### config.mk
export PLATFORM = sky130hd
export DESIGN_NAME = rf_multiport
export DESIGN_NICKNAME = d
export VERILOG_FILES = /design/src/rtl/rf_pkg.sv /design/src/rtl/rf_pend_ctr.sv /design/src/rtl/rf_multiport.sv
export SDC_FILE = /design/constraint.sdc
export NUM_CORES = 2
export LEC_CHECK = 0
export CAP_MARGIN = 0
export CORE_MARGIN = 1.5
export CORE_UTILIZATION = 45
export CTS_BUF_LIST = sky130_fd_sc_hd__clkbuf_4
export CTS_CLUSTER_SIZE = 20
export DETAILED_ROUTE_END_ITERATION = 10
export HOLD_SLACK_MARGIN = 0.15
export MAX_ROUTING_LAYER = met4
export PLACE_DENSITY_LB_ADDON = 0.05
export SLEW_MARGIN = 20
export SYNTH_ARGS = -nofsm -noshare
export SYNTH_HDL_FRONTEND = slang
export SYNTH_HIERARCHICAL = 1
export SYNTH_SLANG_ARGS = --single-unit
### constraint.sdc
create_clock -name clk -period 4.3 [get_ports clk]
set_clock_uncertainty 0.2 [all_clocks]
set_input_delay 0.86 -clock clk [delete_from_list [all_inputs] [get_ports clk]]
set_output_delay 0.86 -clock clk [all_outputs]
set_load 0.01 [all_outputs]
### src/rtl/rf_pkg.sv
// ---------------------------------------------------------------------------
// rf_pkg
// Shared constants and helpers for the multiport register file.
//   RF_ADDR_ZERO     : address of the hardwired-zero register
//   RF_WRITE_ENABLED : active level of a write-port enable
//   RF_DBG_FMT       : format string for printing one debug write record
//                      (address, old value, new value)
//   rfPendMax()      : saturation value of a pending counter of given width
// ---------------------------------------------------------------------------
package rf_pkg;

    localparam int    RF_ADDR_ZERO     = 0;
    localparam logic  RF_WRITE_ENABLED = 1'b1;
    localparam string RF_DBG_FMT       = "rf write r%0d old=%h new=%h";

    // Largest count a pending counter of pendW bits can hold; a reservation
    // arriving at this value is dropped and reported as an overflow.
    function automatic int rfPendMax(input int pendW);
        return (1 << pendW) - 1;
    endfunction

endpackage

### src/rtl/rf_pend_ctr.sv
// ---------------------------------------------------------------------------
// rf_pend_ctr
// Saturating up/down pending-write counter for a single register.
//   clk    : clock, state updates on posedge
//   reset  : synchronous active-high, clears the count
//   inc_i  : a producer reserved this register this cycle
//   dec_i  : a write to this register retires this cycle (already clamped to 1)
//   cnt_o  : current number of outstanding writes
//   ovf_o  : combinational, the reservation this cycle is being dropped
//            because the counter is already at its maximum
// ---------------------------------------------------------------------------
module rf_pend_ctr
    import rf_pkg::*;
#(
    parameter int PEND_W = 2
) (
    input  logic              clk,
    input  logic              reset,
    input  logic              inc_i,
    input  logic              dec_i,
    output logic [PEND_W-1:0] cnt_o,
    output logic              ovf_o
);

    localparam logic [PEND_W-1:0] CNT_MAX = PEND_W'(rfPendMax(PEND_W));

    logic [PEND_W-1:0] cnt_q;
    logic [PEND_W-1:0] cnt_d;

    // Next count: a simultaneous reserve and retire cancel out, a lone
    // reserve saturates at the maximum and a lone retire floors at zero so a
    // write to an unreserved register is harmless.
    always_comb begin
        cnt_d = cnt_q;
        if (inc_i && !dec_i) begin
            if (cnt_q != CNT_MAX) begin
                cnt_d = cnt_q + 1'b1;
            end
        end else if (dec_i && !inc_i) begin
            if (cnt_q != '0) begin
                cnt_d = cnt_q - 1'b1;
            end
        end
    end

    // Count register with synchronous clear.
    always_ff @(posedge clk) begin
        if (reset) begin
            cnt_q <= '0;
        end else begin
            cnt_q <= cnt_d;
        end
    end

    assign cnt_o = cnt_q;
    assign ovf_o = inc_i && !dec_i && (cnt_q == CNT_MAX);

endmodule

### src/rtl/rf_multiport.sv
// ---------------------------------------------------------------------------
// rf_multiport
// Parametrised register file with NUM_RD combinational read ports, NUM_WR
// write ports, same-cycle write-to-read bypass and a per-register pending
// write scoreboard. Register 0 always reads zero and is never pending.
//   clk, reset   : clock and synchronous active-high reset
//   rd_addr      : NUM_RD packed read addresses
//   rd_data      : NUM_RD packed read data (bypassed from this cycle's writes)
//   rd_pend      : per read port, register still has outstanding writes
//   wr_en/addr/data : NUM_WR packed write ports, highest index wins
//   rsv_en/addr  : reservation of a register by an issuing producer
//   rsv_ovf      : registered pulse, a reservation was dropped (saturated)
//   dbg_wr_*     : registered record of the highest-index committed write
// ---------------------------------------------------------------------------
module rf_multiport
    import rf_pkg::*;
#(
    parameter int DATA_W = 32,
    parameter int ADDR_W = 5,
    parameter int NUM_RD = 2,
    parameter int NUM_WR = 1,
    parameter int PEND_W = 2
) (
    input  logic                     clk,
    input  logic                     reset,
    input  logic [NUM_RD*ADDR_W-1:0] rd_addr,
    output logic [NUM_RD*DATA_W-1:0] rd_data,
    output logic [NUM_RD-1:0]        rd_pend,
    input  logic [NUM_WR-1:0]        wr_en,
    input  logic [NUM_WR*ADDR_W-1:0] wr_addr,
    input  logic [NUM_WR*DATA_W-1:0] wr_data,
    input  logic                     rsv_en,
    input  logic [ADDR_W-1:0]        rsv_addr,
    output logic                     rsv_ovf,
    output logic                     dbg_wr_vld,
    output logic [ADDR_W-1:0]        dbg_wr_addr,
    output logic [DATA_W-1:0]        dbg_wr_old,
    output logic [DATA_W-1:0]        dbg_wr_new
);

    localparam int                NUM_REGS  = 2 ** ADDR_W;
    localparam logic [ADDR_W-1:0] ADDR_ZERO = ADDR_W'(RF_ADDR_ZERO);

    logic [DATA_W-1:0]                  mem_q [NUM_REGS];
    logic [NUM_REGS-1:0]                wrHit;
    logic [NUM_REGS-1:0][DATA_W-1:0]    wrVal;
    logic [NUM_REGS-1:0][PEND_W-1:0]    cnt;
    logic [NUM_REGS-1:0]                ovfVec;

    logic              rsvOvf_q;
    logic              dbgVld_q,  dbgVld_d;
    logic [ADDR_W-1:0] dbgAddr_q, dbgAddr_d;
    logic [DATA_W-1:0] dbgOld_q,  dbgOld_d;
    logic [DATA_W-1:0] dbgNew_q,  dbgNew_d;

    assign wrHit[0]  = 1'b0;
    assign wrVal[0]  = '0;
    assign cnt[0]    = '0;
    assign ovfVec[0] = 1'b0;

    for (genvar a = 1; a < NUM_REGS; a++) begin : gReg
        logic              hit;
        logic [DATA_W-1:0] val;

        // Priority encode of the write ports for this register: scanning
        // upward lets the highest-index port overwrite lower ones, and the
        // same result drives both the commit and the read bypass.
        always_comb begin
            hit = 1'b0;
            val = '0;
            for (int j = 0; j < NUM_WR; j++) begin
                if (wr_en[j] == RF_WRITE_ENABLED &&
                    wr_addr[j*ADDR_W +: ADDR_W] == ADDR_W'(a)) begin
                    hit = 1'b1;
                    val = wr_data[j*DATA_W +: DATA_W];
                end
            end
        end

        assign wrHit[a] = hit;
        assign wrVal[a] = val;

        rf_pend_ctr #(
            .PEND_W (PEND_W)
        ) uPendCtr (
            .clk    (clk),
            .reset  (reset),
            .inc_i  (rsv_en && (rsv_addr == ADDR_W'(a))),
            .dec_i  (hit),
            .cnt_o  (cnt[a]),
            .ovf_o  (ovfVec[a])
        );
    end

    for (genvar k = 0; k < NUM_RD; k++) begin : gRead
        logic [ADDR_W-1:0] addr;
        assign addr = rd_addr[k*ADDR_W +: ADDR_W];

        // A write landing this cycle is forwarded; register 0 has no decode
        // hit and no counter, so it naturally reads zero and never pending.
        assign rd_data[k*DATA_W +: DATA_W] =
            (addr == ADDR_ZERO) ? '0 : (wrHit[addr] ? wrVal[addr] : mem_q[addr]);

        // The retiring write is subtracted so a consumer sees the register
        // as ready in the same cycle its last producer writes back.
        assign rd_pend[k] = cnt[addr] > PEND_W'(wrHit[addr]);
    end

    // Debug record: the last (highest-index) port committing a non-zero
    // write this cycle; the old value is the stored contents before commit.
    always_comb begin
        dbgVld_d  = 1'b0;
        dbgAddr_d = dbgAddr_q;
        dbgOld_d  = dbgOld_q;
        dbgNew_d  = dbgNew_q;
        for (int j = 0; j < NUM_WR; j++) begin
            if (wr_en[j] == RF_WRITE_ENABLED &&
                wr_addr[j*ADDR_W +: ADDR_W] != ADDR_ZERO) begin
                dbgVld_d  = 1'b1;
                dbgAddr_d = wr_addr[j*ADDR_W +: ADDR_W];
                dbgOld_d  = mem_q[wr_addr[j*ADDR_W +: ADDR_W]];
                dbgNew_d  = wr_data[j*DATA_W +: DATA_W];
            end
        end
    end

    // Register array, overflow pulse and debug record. Entry 0 is only ever
    // cleared, which keeps it at zero for good; reset beats any write.
    always_ff @(posedge clk) begin
        if (reset) begin
            for (int a = 0; a < NUM_REGS; a++) begin
                mem_q[a] <= '0;
            end
            rsvOvf_q  <= 1'b0;
            dbgVld_q  <= 1'b0;
            dbgAddr_q <= '0;
            dbgOld_q  <= '0;
            dbgNew_q  <= '0;
        end else begin
            for (int a = 1; a < NUM_REGS; a++) begin
                if (wrHit[a]) begin
                    mem_q[a] <= wrVal[a];
                end
            end
            rsvOvf_q  <= |ovfVec;
            dbgVld_q  <= dbgVld_d;
            dbgAddr_q <= dbgAddr_d;
            dbgOld_q  <= dbgOld_d;
            dbgNew_q  <= dbgNew_d;
        end
    end

    assign rsv_ovf     = rsvOvf_q;
    assign dbg_wr_vld  = dbgVld_q;
    assign dbg_wr_addr = dbgAddr_q;
    assign dbg_wr_old  = dbgOld_q;
    assign dbg_wr_new  = dbgNew_q;

endmodule

==> qor.yml <==
status: "complete, but fails checks"
violations: "setup timing"
numClockSinks: 1125
slew_viol_final: 0
avgSynthCellArea_sq_um: 12.7
period_minus_slack_ns: 4.72
synth-edff-count: 992
antenna_found_initial: 5
post-dp-hpwl_um: 217000
cts.root.buffer_cell: "clkbuf_4"
drt_wl_total_um: 317000
clk_pin_slew_ns: 0.07
startpoint: "mem_q[11][3]$_SDFFCE_PN0P_"
finalHoldViolations: 0
cp-end-kind: "output pin"
synth-main-ff-cell: "edfxtp_1"
max_stage_delay_ns: 0.56
worst_pin_slew_ns: 0.946
crit_fanout: 3
rr_startpoint: "mem_q[28][24]$_SDFFCE_PP0P_"
syn-num-nets: 5471
ys_ff_latch: 1125
async_reset_ff_share_pct: 0
start_util_pct: 45.4
crit_slowest_cell: "mux4_2"
std_cell_rows: 142
crit_top_cell: "mux4_2"
rsz0062_at_grt: "true"
ir_drop_mv: 0.239
grt_use_total_pct: 42.4
cp.required_ns: 3.24
die_w_um: 392
relSlewSlack_pct: 35.3
synth_adder_area_share_pct: 0.606
firstDrtPassIters: 6
ios: 193
path_cells: "mux4_2 > mux4_2 > a21oi_2 > buf_6 > nor2_2 > a221o_1 > buf_2"
startpoint_type: "register"
holdCritPathClass: "reg -> reg"
setup-violations-final: 16
synthToLayoutAreaGrowth_pct: 24.4
postSynthCellCount: 5382
vias: 56839
final_util_pct: 56.5
ant_nets: 0
grt_pass1_vias: 55658
fp.dieH_um: 392
synth.mux.area_fraction_pct: 28.7
gp_congestion: 0.996
netlist_area_sq_mm: 0.0681
hp-start: "dbg_wr_new[17]$_SDFFE_PP0P_"
cts_tree: "built"
p_per_area_mw_per_mm2: 350
synth_compound_area_share_pct: 7.22
worstPathArrival_ns: 3.66
setup_ws_ns: -0.422
ys_warn_count: 6
cts_buffer_depth: 4
drive_above_1_share_pct: 42.0
synthTopCellsByArea: "edfxtp_1, mux4_2, nor2_1"
coreArea_sq_mm: 0.150
drtIter0Drc: 7862
cellLeakagePower_nw: 29.7
maxCapViolations: 0
fin_nets: 6408
fmax_mhz: 212
io_buffers: 192
post-place-ws_ns: -1.11
synthSimpleGateAreaFrac_pct: 11.5
synth-seq-area-share_pct: 47.7
numCtsBuffers: 337
synth_top_area_share_pct: 43.7
dieArea_sq_mm: 0.154
grt_max_degree: 74
htree_levels: 5
drc_errors: 0
path_class: "reg -> out"
viasPerCell: 6.62
yosysUniqueCellTypes: 78
wl_per_cell_um: 36.9
synth_xor_area_share_pct: 0.140
rrSetupSlack_ns: 1.44
yosysTopAreaCell: "edfxtp_1"
overflow: 0
grt_pass1_wl_um: 435000
synth_top_family_by_area: "multiplexers"
fin_crit_sh_pct: 110
clk_latency_ns: 1.33
==> Yosys cell counts, types with 98 or more instances <==
cell type / number
nor2_1: 1150
o21ai_0: 153
mux4_2: 741
mux2i_1: 176
clkbuf_1: 332
mux2_2: 98
a21oi_1: 153
dfxtp_1: 133
nand2_1: 313
nand2b_1: 105
edfxtp_1: 992
buf_2: 136
==> sequential cells by signal, summed over array words and instances (netlist names) <==
register and cells:
dbg_wr_addr 5, dbg_wr_new 32, dbg_wr_old 32, dbg_wr_vld 1
gReg.uPendCtr/cnt_o 62, mem_q 992, rsv_ovf 1
==> metrics by stage <==
stage,cell area (sq um),instances,power (mW),hold slack [ns],setup TNS (ns)
after floorplan,68100,5382,15.9,0.276,0
after global placement,78800,7922,19.0,0.237,-37.13
after detailed placement,78800,7922,19.1,0.245,-38.70
after CTS,84300,8564,29.6,0.150,-6.21
after global routing,84700,8579,30.5,0.197,-6.64
final,84700,8584,29.6,0.251,-3.32
==> critical path: cells and delay by family, from the launching register on <==
| family | cells | cell delay, ns |
|---|---|---|
| mux | 2 | 1.06 |
| compound gates | 2 | 0.52 |
| flops | 1 | 0.42 |
| buf+inv | 2 | 0.33 |
| simple gates | 1 | 0.04 |
==> cells by family (layout without fill, tap and decap cells) <==
logic type      Yosys count  in the layout
buf+inv                 633           1806
compound gates          748            748
flops                  1125           1125
mux                    1015           1015
xor+xnor                 10             10
other cells               0             13
simple gates           1818           1818
fa+ha+maj                33             33
==> layer usage <==
metal	GRT usage [%]	share of wire (%)
met5	-	0
met2	61.2	44
met1	55.3	38
met4	23.8	6.1
met3	9.72	12
==> where the power goes <==
part | leakage [nW] | switching (mW) | internal (mW)
clock network | 2.50 | 4.97 | 5.45
registers | 10.6 | 0.409 | 12.5
logic | 16.7 | 3.52 | 2.81
==> area by class of cell <==
class	instances	area [sq um]
antenna	13	32.5
clock buffer	507	3810
clock inverter	68	319
fill	12891	65200
inverter	76	293
multi-input combinational	3624	34300
sequential	1125	32500
tap	2016	2520
timing repair buffer	1155	11000
==> worst paths after layout <==
check,to,depth (start not counted)
worst min-delay path,dbg_wr_new[17]$_SDFFE_PP0P_,2
worst min register to register,dbg_wr_new[17]$_SDFFE_PP0P_,2
worst max-delay path,rd_data[3],7
worst max register to register,dbg_wr_old[24]$_SDFFE_PP0P_,7
==> placed cells by master (no fill, tap or decap), types with 54 or more instances in the layout <==
master	count
o22ai_1	54
a21oi_1	125
nor2_1	1141
buf_4	770
o21ai_0	93
clkinv_1	55
buf_12	152
mux2_2	96
nand2b_1	75
mux4_2	741
inv_1	70
edfxtp_1	992
nand2_1	280
a21oi_2	55
clkbuf_4	507
o21ai_1	58
mux2i_1	166
a22oi_1	63
clkdlybuf4s50_1	109
dfxtp_1	117
==> timing repair <==
action                                 in CTS  in global routing
hold buffers                               17                  0
buffers inserted                           66                 16
pin swaps                                  86                 40
endpoints found under the hold margin      24                  0
setup endpoints to repair                  66                 60
gates cloned                                1                  0
gates resized for setup                   523                 92
(Power assumes the default switching activity.)
